`src/rtl/morra_cinese.sv`:
```
// Rock-paper-scissors match referee.
// Scores each round and flags the end of the game.
module morra_cinese #(
    parameter int MIN_MANCHE = 4
) (
    input  logic       clk,
    input  logic       rst,
    input  logic [1:0] PRIMO,
    input  logic [1:0] SECONDO,
    input  logic       INIZIA,
    output logic [1:0] MANCHE,
    output logic [1:0] PARTITA
);

    typedef enum logic [1:0] {
        INIT,
        PLAY,
        FINE
    } state_t;

    typedef enum logic [1:0] {
        LW_NONE,
        LW_P1,
        LW_P2
    } lw_t;

    state_t     state;
    lw_t        last_w;
    logic [1:0] last_mv;
    logic [4:0] max_m;
    logic [4:0] played;
    logic [4:0] wins1;
    logic [4:0] wins2;

    logic       tie;
    logic       p1_beats;
    logic       p2_beats;
    logic       repeat_mv;
    logic       rnd_ok;
    logic [1:0] rnd_res;
    logic [4:0] n_played;
    logic [4:0] n_w1;
    logic [4:0] n_w2;
    logic       lead1;
    logic       lead2;
    logic [1:0] game_res;
    logic [4:0] load_max;

    // Round evaluation and end-of-game check on post-update counts
    always_comb begin
        tie      = (PRIMO == SECONDO);
        p1_beats = ((PRIMO == 2'b01) && (SECONDO == 2'b11)) ||
                   ((PRIMO == 2'b11) && (SECONDO == 2'b10)) ||
                   ((PRIMO == 2'b10) && (SECONDO == 2'b01));
        p2_beats = !tie && !p1_beats;

        repeat_mv = ((last_w == LW_P1) && (PRIMO == last_mv)) ||
                    ((last_w == LW_P2) && (SECONDO == last_mv));
        rnd_ok = (PRIMO != 2'b00) && (SECONDO != 2'b00) && !repeat_mv;

        rnd_res = 2'b11;
        if (p1_beats) begin
            rnd_res = 2'b01;
        end else if (p2_beats) begin
            rnd_res = 2'b10;
        end

        n_played = played + 5'd1;
        n_w1     = wins1 + {4'b0, p1_beats};
        n_w2     = wins2 + {4'b0, p2_beats};

        lead1 = ({1'b0, n_w1}) >= ({1'b0, n_w2} + 6'd2);
        lead2 = ({1'b0, n_w2}) >= ({1'b0, n_w1} + 6'd2);

        game_res = 2'b00;
        if ((n_played >= 5'd4) && (lead1 || lead2)) begin
            game_res = lead1 ? 2'b01 : 2'b10;
        end else if (n_played == max_m) begin
            if (n_w1 > n_w2) begin
                game_res = 2'b01;
            end else if (n_w2 > n_w1) begin
                game_res = 2'b10;
            end else begin
                game_res = 2'b11;
            end
        end

        load_max = 5'(MIN_MANCHE) + {1'b0, PRIMO, SECONDO};
    end

    // Game FSM with registered round and game results
    always_ff @(posedge clk) begin
        if (rst) begin
            state   <= INIT;
            max_m   <= 5'(MIN_MANCHE);
            played  <= 5'd0;
            wins1   <= 5'd0;
            wins2   <= 5'd0;
            last_w  <= LW_NONE;
            last_mv <= 2'b00;
            MANCHE  <= 2'b00;
            PARTITA <= 2'b00;
        end else if (INIZIA) begin
            state   <= PLAY;
            max_m   <= load_max;
            played  <= 5'd0;
            wins1   <= 5'd0;
            wins2   <= 5'd0;
            last_w  <= LW_NONE;
            last_mv <= 2'b00;
            MANCHE  <= 2'b00;
            PARTITA <= 2'b00;
        end else begin
            unique case (state)
                INIT: begin
                    MANCHE  <= 2'b00;
                    PARTITA <= 2'b00;
                end
                FINE: begin
                    state   <= PLAY;
                    played  <= 5'd0;
                    wins1   <= 5'd0;
                    wins2   <= 5'd0;
                    last_w  <= LW_NONE;
                    last_mv <= 2'b00;
                    MANCHE  <= 2'b00;
                    PARTITA <= 2'b00;
                end
                PLAY: begin
                    if (rnd_ok) begin
                        played  <= n_played;
                        wins1   <= n_w1;
                        wins2   <= n_w2;
                        MANCHE  <= rnd_res;
                        PARTITA <= game_res;
                        if (p1_beats) begin
                            last_w  <= LW_P1;
                            last_mv <= PRIMO;
                        end else if (p2_beats) begin
                            last_w  <= LW_P2;
                            last_mv <= SECONDO;
                        end else begin
                            last_w  <= LW_NONE;
                            last_mv <= 2'b00;
                        end
                        if (game_res != 2'b00) begin
                            state <= FINE;
                        end
                    end else begin
                        MANCHE  <= 2'b00;
                        PARTITA <= 2'b00;
                    end
                end
                default: begin
                    state   <= INIT;
                    MANCHE  <= 2'b00;
                    PARTITA <= 2'b00;
                end
            endcase
        end
    end

endmodule

```
`config.mk`:
```
export PLATFORM = sky130hd
export DESIGN_NAME = morra_cinese
export DESIGN_NICKNAME = d
export VERILOG_FILES = /design/src/rtl/morra_cinese.sv
export SDC_FILE = /design/constraint.sdc
export NUM_CORES = 1
export LEC_CHECK = 0
export CORE_AREA = 4 4 54 75
export DETAILED_ROUTE_END_ITERATION = 8
export DIE_AREA = 0 0 58 79
export HOLD_SLACK_MARGIN = 0.03
export PLACE_DENSITY_LB_ADDON = 0.08
export RECOVER_POWER = 50
export SYNTH_ARGS = -nofsm -noshare
export SYNTH_HDL_FRONTEND = slang
export SYNTH_SLANG_ARGS = --single-unit
```
`constraint.sdc`:
```
create_clock -name clk -period 10.05 [get_ports clk]
set_input_delay 2.5125 -clock clk [delete_from_list [all_inputs] [get_ports clk]]
set_output_delay 2.5125 -clock clk [all_outputs]
set_load 0.01 [all_outputs]
```
## Word-level counts from Yosys, hierarchy flattened

Index checks and enable logic that the tools add are counted.
Widths: inputs -> output; s select.

| storage, ports and cells | value |
|---|---|
| bits in latches | 0 |
| RAM bits | 0 |
| register bits | 30 |
| bits in read-only memories | 0 |
| memories | 0 |
| input port bits | 7 |

| operators by class | value |
|---|---|
| shift-type cells | 0 |
| equality and inequality tests | 19 |
| $mul | 0 |
| reductions and logical operators | 27 |
| div/mod/pow operators | 0 |
| order comparisons | 5 |
| bitwise logic cells | 3 |
| multiplexer cells | 25 |
| $add $sub $neg | 6 |

Operator list:

| operator | number |
|---|---|
| $pmux 5 s2 | 3 |
| $mux 2 | 12 |
| $mux 5 | 3 |
| $add 5x2->6 const B | 2 |
| $eq 2x2->1 const B | 6 |
| $ge 5x6->1 | 2 |
| $add 5x1->5 | 2 |
| $gt 5x5->1 | 2 |
| $logic_and 1x1->1 | 9 |
| $eq 2x1->1 const B | 4 |
| $pmux 2 s2 | 2 |
| $reduce_bool 2->1 | 4 |
| $eq 2x2->1 | 3 |
| $ne 2x2->1 const B | 3 |
| $ne 3x3->1 const B | 2 |
| $pmux 2 s3 | 1 |
| $reduce_and 3->1 | 2 |
| $add 3x4->5 const A | 1 |
| $add 5x1->5 const B | 1 |
| $eq 5x5->1 | 1 |
| $ge 5x3->1 const B | 1 |
| $reduce_or 5->1 | 1 |
| $logic_or 1x1->1 | 4 |
| $mux 1 | 4 |
| 6 further kinds | 10 |

## Logic depth before layout (Yosys ltp)

Gate-level depths: netlist of run 1.

| logic depth | value |
|---|---|
| word-level depth | 17 |
| mapped depth | 20 |

## Worst setup path after synthesis of run 1

No wires, ideal clock.

| timing path | value |
|---|---|
| path kind | input to register |
| start | input port SECONDO[0] |
| end | register state[0] |
| data arrival time | 5701 ps |
| stages | 17 |
| path slack | 4270 ps |
| required time | 9971 ps |
| buffers on the path | 1 |
| cell sequence | buf_2 > mux2_2 > nand2_1 > o21ai_0 > a21oi_1 > ha_1 > ha_1 > nor2b_1 > o21ai_0 > a21o_1 > nand2_1 > xnor2_1 > ha_1 > or2_2 > o221a_4 > or4_1 > a211oi_2 |

| on the way | value |
|---|---|
| cells in the longest elaborated chain, start to end | 15 |
| elaborated cells between the ends (all ways) | 38 |

Ends and longest elaborated chain:

| item | RTL line | text |
|---|---|---|
| from (decl) | 9 | `input logic [1:0] SECONDO,` |
| $eq 2x2->1, on equally long branches | 52, 53 |  |
| $logic_and 1x1->1, on equally long branches | 52, 53 |  |
| $logic_or 1x1->1 | 52 | `p1_beats = ((PRIMO == 2'b01) && (SECONDO == 2'b11)) \|\|` |
| $logic_or 1x1->1 | 53 | `((PRIMO == 2'b11) && (SECONDO == 2'b10)) \|\|` |
| $logic_not 1->1 | 55 | `p2_beats = !tie && !p1_beats;` |
| $logic_and 1x1->1 | 55 |  |
| $add 5x1->5 | 70 | `n_w2 = wins2 + {4'b0, p2_beats};` |
| $add 5x2->6 or $gt 5x5->1 (tied branches) | 72, 81 |  |
| $ge 5x6->1 or $mux 1 (tied branches) | 72, 81 |  |
| $logic_or 1x1->1 or $mux 2 (tied branches) | 76, 79 |  |
| $logic_and 1x1->1 or $mux 2 (tied branches) | 76, 78 |  |
| $mux 2 | 76 | `if ((n_played >= 5'd4) && (lead1 \|\| lead2)) begin` |
| $reduce_bool 2->1 | 146 | `if (game_res != 2'b00) begin` |
| $ne 3x3->1 (no line) | n/a |  |
| $reduce_and 3->1 (no line) (*) | n/a |  |
| to (signal assigned) | 94 | `state <= INIT;` |
| to (signal assigned) | 147 | `state <= FINE;` |
| to (signal assigned) | 155 | `state <= INIT;` |
| to (decl) | 27 | `state_t state;` |

Every way passes the cells marked *; elsewhere a longest branch is shown, timed or not.
A chain may end at the register's enable or synchronous reset.

## Worst setup path in the final report of run 1

| timing path | value |
|---|---|
| start | input port PRIMO[0] |
| end | register state[0] |

| on the way | value |
|---|---|
| cells in the longest elaborated chain, start to end | 15 |
| elaborated cells between the ends (all ways) | 38 |

Ends and longest elaborated chain:

| item | RTL line | text |
|---|---|---|
| from (decl) | 8 | `input logic [1:0] PRIMO,` |
| $eq 2x1->1 or $eq 2x2->1 (tied branches) | 52, 53 |  |
| $logic_and 1x1->1, on equally long branches | 52, 53 |  |
| $logic_or 1x1->1 | 52 |  |
| $logic_or 1x1->1 | 53 |  |
| $logic_not 1->1 | 55 |  |
| $logic_and 1x1->1 | 55 |  |
| $add 5x1->5 | 70 |  |
| $add 5x2->6 or $gt 5x5->1 (tied branches) | 72, 81 |  |
| $ge 5x6->1 or $mux 1 (tied branches) | 72, 81 |  |
| $logic_or 1x1->1 or $mux 2 (tied branches) | 76, 79 |  |
| $logic_and 1x1->1 or $mux 2 (tied branches) | 76, 78 |  |
| $mux 2 | 76 |  |
| $reduce_bool 2->1 | 146 |  |
| $ne 3x3->1 (no line) | n/a |  |
| $reduce_and 3->1 (no line) (*) | n/a |  |

Marked as above.

==> results of run 1 <==
metal layers:
metal,vias up,global-route usage
met2,23,0.3744
li1,895,-
met3,12,0.05366
met4,0,0.1021
met5,-,0
met1,834,0.2275
tightest hold or removal path, stage by stage (launching register included):
cell and delay [ns]:
dfxtp_1 0.33, nand2_1 0.05, o21ai_0 0.06
worst paths after layout:
| check | cells after the start | end | from | slack (ns) |
|---|---|---|---|---|
| setup / recovery | 18 | state[0]$_SDFFE_PP0P_ | PRIMO[0] | 3.50 |
| hold / removal | 2 | wins1[0]$_SDFFE_PP0P_ | wins1[0]$_SDFFE_PP0P_ | 0.49 |
| setup reg to reg | 13 | state[0]$_SDFFE_PP0P_ | wins1[0]$_SDFFE_PP0P_ | 7.03 |
| hold reg to reg | 2 | wins1[0]$_SDFFE_PP0P_ | wins1[0]$_SDFFE_PP0P_ | 0.49 |
cell usage after synthesis (2+ instances only):
master,count,area share
nand4_1,2,0.0059
a21o_1,5,0.018
nor2_1,21,0.037
a22o_1,2,0.0083
inv_1,17,0.030
nor2b_1,4,0.012
buf_2,3,0.0071
mux2i_1,4,0.019
and3b_1,2,0.0083
nand3b_1,2,0.0071
maj3_1,2,0.0095
or3_1,3,0.0089
clkbuf_2,2,0.0048
xor2_1,6,0.025
nand2b_1,6,0.018
xnor2_1,16,0.067
dfxtp_1,30,0.29
o21ai_0,16,0.038
a211oi_1,2,0.0071
o31ai_1,2,0.0071
a211oi_2,2,0.012
clkbuf_1,4,0.0071
ha_1,22,0.13
a22oi_1,2,0.0071
or2_2,2,0.0059
a21oi_1,11,0.026
nor3_1,4,0.0095
nand2_1,26,0.046
a41oi_1,2,0.0083
o21a_1,2,0.0071
nand3_1,12,0.029
a31oi_1,2,0.0059
logic make-up (layout without fill, tap and decap cells):
| kind of cell | Yosys count | count (layout) |
|---|---|---|
| AO/OA/AOI/OAI | 56 | 56 |
| multiplexers | 5 | 5 |
| buffers and inverters | 26 | 35 |
| flip-flops | 30 | 30 |
| XOR/XNOR | 24 | 24 |
| adder cells (fa/ha/maj) | 25 | 25 |
| AND/OR/NAND/NOR | 88 | 88 |
metrics by stage:
| stage | std cells | util |
|---|---|---|
| CTS | 303 | 0.6822 |
| finish | 303 | 0.6822 |
| floorplan | 254 | - |
| detailed placement | 295 | 0.6552 |
| global placement | 295 | 0.6552 |
| global route | 303 | 0.6822 |
report_power, final:
part / internal [mW] / total, mW / switching, mW
registers: 0.121 / 0.123 / 0.00210
clock network: 0.0552 / 0.101 / 0.0462
logic: 0.0128 / 0.0296 / 0.0167
total: 0.189 / 0.254 / 0.0650
registers in the layout, indices dropped and copies added, names as in the netlist:
signal   flops
last_mv      2
wins1        5
wins2        5
state        2
max_m        5
played       5
MANCHE       2
last_w       2
PARTITA      2
area by class of cell:
type | count | area [sq um]
Clock buffer | 7 | 86.33
Clock inverter | 1 | 5.005
Fill cell | 286 | 1074
Inverter | 17 | 63.81
Multi-Input combinational cell | 198 | 1399
Sequential cell | 30 | 600.6
Tap cell | 40 | 50.05
Timing Repair Buffer | 10 | 100.1
==> results by group, run 1 <==
Timing
  • Slew Limit Headroom: 0.1798
  • Hold Fails Final Rpt: 0
  • Unrepaired setup endpoints after global routing: false
  • Tmin final: 6.554 ns
  • Final Skew: 0.01002 ns
  • Final setup margin: 3.496 ns
  • Fin crit share: 0.6522
  • Worst slew pin tran: 1.228 ns
  • Fmax: 0.1526 GHz
  • Fin. max-slew vios: 0
  • Setup violations, final: 0
  • Setup TNS: 0 ns
  • Hold slack: 0.4930 ns

Synth
  • Largest family of logic cells by synthesized area: simple AND/OR/NAND/NOR gates
  • Mean Syn Cell Area: 8.281 sq um
  • Synth async-reset ratio: 0
  • Post-synthesis xor/xnor area fraction: 0.1071
  • Synthesized area: 2103 sq um
  • Post-synth top flop: dfxtp_1
  • Syn Nets: 283
  • Post-synth EDFFs: 0
  • Post-synthesis simple-gate area fraction: 0.2029
  • Mapped Cells: 254
  • Compound-Gate Fraction of Synth Area: 0.1850
  • Flops & latches, synth: 30
  • Synthesized-area fraction occupied by adder cells: 0.1457
  • Ys Warns: 0
  • Mux contribution to synthesized area: 0.02439
  • Yosys cell types: 48
  • Part of the Yosys area used for sequential elements: 0.2855

Floorplanning
  • Die area: 4582 sq um
  • Die Ht: 79 microns
  • Row Count: 25
  • Die width: 58 microns
  • Initial core utilization: 0.6226
  • CORE AREA: 3378 sq um
  • Ports: 11

CTS
  • CTS Root Cell: clkbuf_8
  • Post-CTS Setup Inserts: 0
  • Worst-path clk slew: 0.07 ns
  • TritonCTS Sinks: 30
  • Hold-fix buffers, CTS: 0
  • CTS tree: built
  • Worst-Skew Late Latency: 0.28 ns
  • Clock Path Buffers: 2
  • # resized after CTS: 0
  • Htree depth: 2
  • CTS Buf Count: 5

Detailed routing
  • Max layer used: met4
  • Drt first pass iters: 4
  • Wire length per cell: 14.42 microns
  • DR vias: 1764
  • DRT met1 WL: 1859 microns
  • Starting DRT DRC Count: 47
  • Routed WL: 4369 microns
  • # DRC: 0
  • Vias per Instance: 5.822
  • Antenna Nets Post-Route: 0
  • WL met2: 2247 microns
  • Metal3 WL: 131 microns

Critical path
  • Crit path largest cell delay: 0.66 ns
  • CP max stage cell: dlygate4sd3_1
  • Data arrival time of the critical path: 6.76 ns
  • Worst-path maximum fanout: 7
  • Most used cell, CP: ha_1
  • Worst setup SP type: primary input
  • Crit Path Category: primary input to flop
  • CP cell instances: dlygate4sd3_1 -> ha_1 -> mux2_2 -> nand2_1 -> o21ai_0 -> a21oi_1 -> ha_1 -> ha_1 -> nor2b_1 -> o21ai_0 -> a21o_1 -> nand2_1 -> xnor2_1 -> ha_1 -> or2_2 -> o221a_4 -> or4_1 -> a211oi_2
  • WP data required: 10.26 ns
  • Bufs and invs on worst path: 1
  • CP endpoint kind: flop
  • Crit-path leading delay family: compound AO/OA/AOI/OAI gates

Power and ir drop
  • Leak: 0.9619 nW
  • Tot Pwr: 254.3 uW
  • Peak supply drop: 0.00009237 V
  • Pwr Density: 110.3 nW/um^2

Flow run
  • Max Cap Viol: 0

Placed design
  • Gp weighted congestion: 0.8296
  • I/O Buffers: 10
  • Hpwl dp: 3299 microns
  • Pre-CTS setup slack: 3.233 ns
  • Post-placement cell area: 2213 sq um

Final layout
  • Most frequent cells in the layout: 30 x dfxtp_1, 26 x nand2_1, 22 x ha_1
  • Layout area overhead: 9.578%
  • Share of layout cells above drive strength 1: 0.06464
  • Commonest non-fill, non-tap cell in the layout: dfxtp_1
  • Layout Nets: 291
  • Post-route cell area: 2305 sq um
  • ANT cells: 0

GRT
  • GRT Residual Overflow: 0
  • Initial antenna violation count: 0
  • Vias in the first global route: 1710
  • First-pass GRT wire length: 7458 microns
  • Largest net degree at the start of global routing: 15
  • Gr usage total: 0.2114

Outcome
  • Outcome: completed

Worst hold path
  • Hold WC Path Type: flop to flop
No activity file was read; power rests on OpenSTA's default activity.
==> run 2, diff against run 1 <==
--- a/config.mk
+++ b/config.mk
@@ -5,9 +5,9 @@
 export SDC_FILE = /design/constraint.sdc
 export NUM_CORES = 1
 export LEC_CHECK = 0
-export CORE_AREA = 4 4 54 75
+export CORE_AREA = 4 4 56 78
 export DETAILED_ROUTE_END_ITERATION = 8
-export DIE_AREA = 0 0 58 79
+export DIE_AREA = 0 0 60 82
 export HOLD_SLACK_MARGIN = 0.03
 export PLACE_DENSITY_LB_ADDON = 0.08
 export RECOVER_POWER = 50
==> constraint.sdc (replaced) <==
create_clock -name clk -period 6.8 [get_ports clk]
set_input_delay 1.7 -clock clk [delete_from_list [all_inputs] [get_ports clk]]
set_output_delay 1.7 -clock clk [all_outputs]
set_load 0.01 [all_outputs]
==> run 2 against run 1 <==
Net effect: first-iteration DRC count grew 2.1%; clock-buffer cell count shrank 1; power grew 48%; routed wire length grew 0.71%; highest routed layer unchanged.
==> results by group, run 2 (synthesized netlist as in run 1, its figures left out) <==
Outcome
  • Outcome: completed

Power and ir drop
  • Pwr Density: 162.5 nW/um^2
  • Leak: 0.9609 nW
  • Peak supply drop: 0.0001458 V

GRT
  • Initial antenna violation count: 0
  • Vias in the first global route: 1713
  • Gr usage total: 0.2039
  • First-pass GRT wire length: 7590 microns
  • GRT Residual Overflow: 0
  • Largest net degree at the start of global routing: 15

Detailed routing
  • Starting DRT DRC Count: 48
  • Antenna Nets Post-Route: 0
  • Drt first pass iters: 4
  • Wire length per cell: 14.43 microns
  • DR vias: 1731
  • Routed WL: 4400 microns
  • Vias per Instance: 5.675
  • # DRC: 0

Worst hold path
  • HP Start: last_mv[1]$_SDFFE_PP0P_
  • Hold WC Path Type: flop to flop
  • Hold Crit Endpoint: last_mv[1]$_SDFFE_PP0P_
  • Number of cells on the worst hold path: 2

Placed design
  • Gp weighted congestion: 0.8101
  • I/O Buffers: 10
  • Hpwl dp: 3420 microns

Critical path
  • RR Endpoint: state[0]$_SDFFE_PP0P_
  • R2R Path Start: wins1[0]$_SDFFE_PP0P_
  • Crit Path Category: primary input to flop
  • Worst setup SP type: primary input
  • WP data required: 7.01 ns
  • Worst-path maximum fanout: 7
  • Data arrival time of the critical path: 5.90 ns
  • R2R depth: 13
  • CP endpoint kind: flop
  • R2r setup slk: 3.77 ns

Final layout
  • Layout area overhead: 9.875%
  • Layout Nets: 291
  • Share of layout cells above drive strength 1: 0.06844
  • Fin util: 0.6343
  • Commonest non-fill, non-tap cell in the layout: dfxtp_1
  • Most frequent cells in the layout: 30 x dfxtp_1, 26 x nand2_1, 22 x ha_1
  • ANT cells: 0

Timing
  • Worst slew pin tran: 1.142 ns
  • Fmax: 0.1756 GHz
  • Setup violations, final: 0
  • Slew Limit Headroom: 0.2373
  • Setup TNS: 0 ns
  • Final Skew: 0.004739 ns
  • Fin crit share: 0.8374
  • Fin. max-slew vios: 0
  • Tmin final: 5.694 ns
  • Hold Fails Final Rpt: 0
  • Unrepaired setup endpoints after global routing: false

CTS
  • TritonCTS Sinks: 30
  • Hold-fix buffers, CTS: 0
  • CTS Buf Count: 5
  • CTS tree: built
  • Post-CTS Setup Inserts: 0
  • CTS Root Cell: clkbuf_8
  • Htree depth: 2
  • # resized after CTS: 0
  • Clock Path Buffers: 2
  • Worst-path clk slew: 0.07 ns
  • Worst-Skew Late Latency: 0.28 ns

Flow run
  • Max Cap Viol: 0

Floorplanning
  • Row Count: 26
  • CORE AREA: 3643 sq um
  • Ports: 11
  • Die Ht: 82 microns
  • Initial core utilization: 0.5773
  • Die width: 60 microns
  • Die area: 4920 sq um
[run 2: critical path: stages]
cell and delay [ns]:
dlygate4sd3_1 0.65, ha_1 0.26, mux2_2 0.26, nand2_1 0.06, o21ai_0 0.22, a21oi_1 0.31
ha_1 0.21, ha_1 0.30, nor2b_1 0.07, o21ai_0 0.08, a21o_1 0.18, nand2_1 0.08
xnor2_1 0.12, ha_1 0.18, or2_2 0.31, o221a_4 0.27, or4_1 0.42, a211oi_2 0.22
[run 2: worst max-delay path by stage]
| stage | start | slack [ns] | end | depth (start not counted) |
|---|---|---|---|---|
| 3_5_place_dp | PRIMO[1] | 0.85 | state[0]$_SDFFE_PP0P_ | 21 |
| 4_1_cts | PRIMO[1] | 1.12 | state[0]$_SDFFE_PP0P_ | 21 |
| 3_3_place_gp | PRIMO[1] | 0.94 | state[0]$_SDFFE_PP0P_ | 21 |
| 5_1_grt | PRIMO[1] | 0.74 | state[0]$_SDFFE_PP0P_ | 18 |
| 6_report | PRIMO[0] | 1.11 | state[0]$_SDFFE_PP0P_ | 18 |
| 2_1_floorplan | SECONDO[0] | 1.83 | state[0]$_SDFFE_PP0P_ | 17 |
[run 2: final cells by class]
cell class / count / area [sq um]
clock inverter: 2 / 12.51
clock buffer: 6 / 82.58
fill: 346 / 1333
inverter: 17 / 63.81
tap: 42 / 52.55
sequential: 30 / 600.6
timing repair buffer: 10 / 100.1
multi-input combinational: 198 / 1399
[run 2: per-stage QoR]
stage               total power, mW  std cells  cell area [sq um]  hold WS (ns)  setup slack, ns
finish                       0.3755        305               2311        0.4936            1.106
global route                 0.3951        305               2311        0.5150           0.7357
CTS                          0.3807        305               2311        0.4918            1.118
detailed placement           0.2293        297               2216        0.4839           0.8473
global placement             0.2291        297               2216        0.4785           0.9434
floorplan                    0.2164        254               2103        0.4522            1.832
[run 2: routing by layer]
metal / GRT usage / wire length (microns)
met1: 0.2290 / 1893
met4: 0.09313 / 88
met3: 0.03459 / 97
met5: 0 / 0
met2: 0.3647 / 2321
[run 2: report_power, final]
| part | leakage (nW) | switching [mW] | internal (mW) |
|---|---|---|---|
| registers | 0.243 | 0.00290 | 0.179 |
| logic | 0.671 | 0.0242 | 0.0189 |
| clock network | 0.0472 | 0.0691 | 0.0812 |
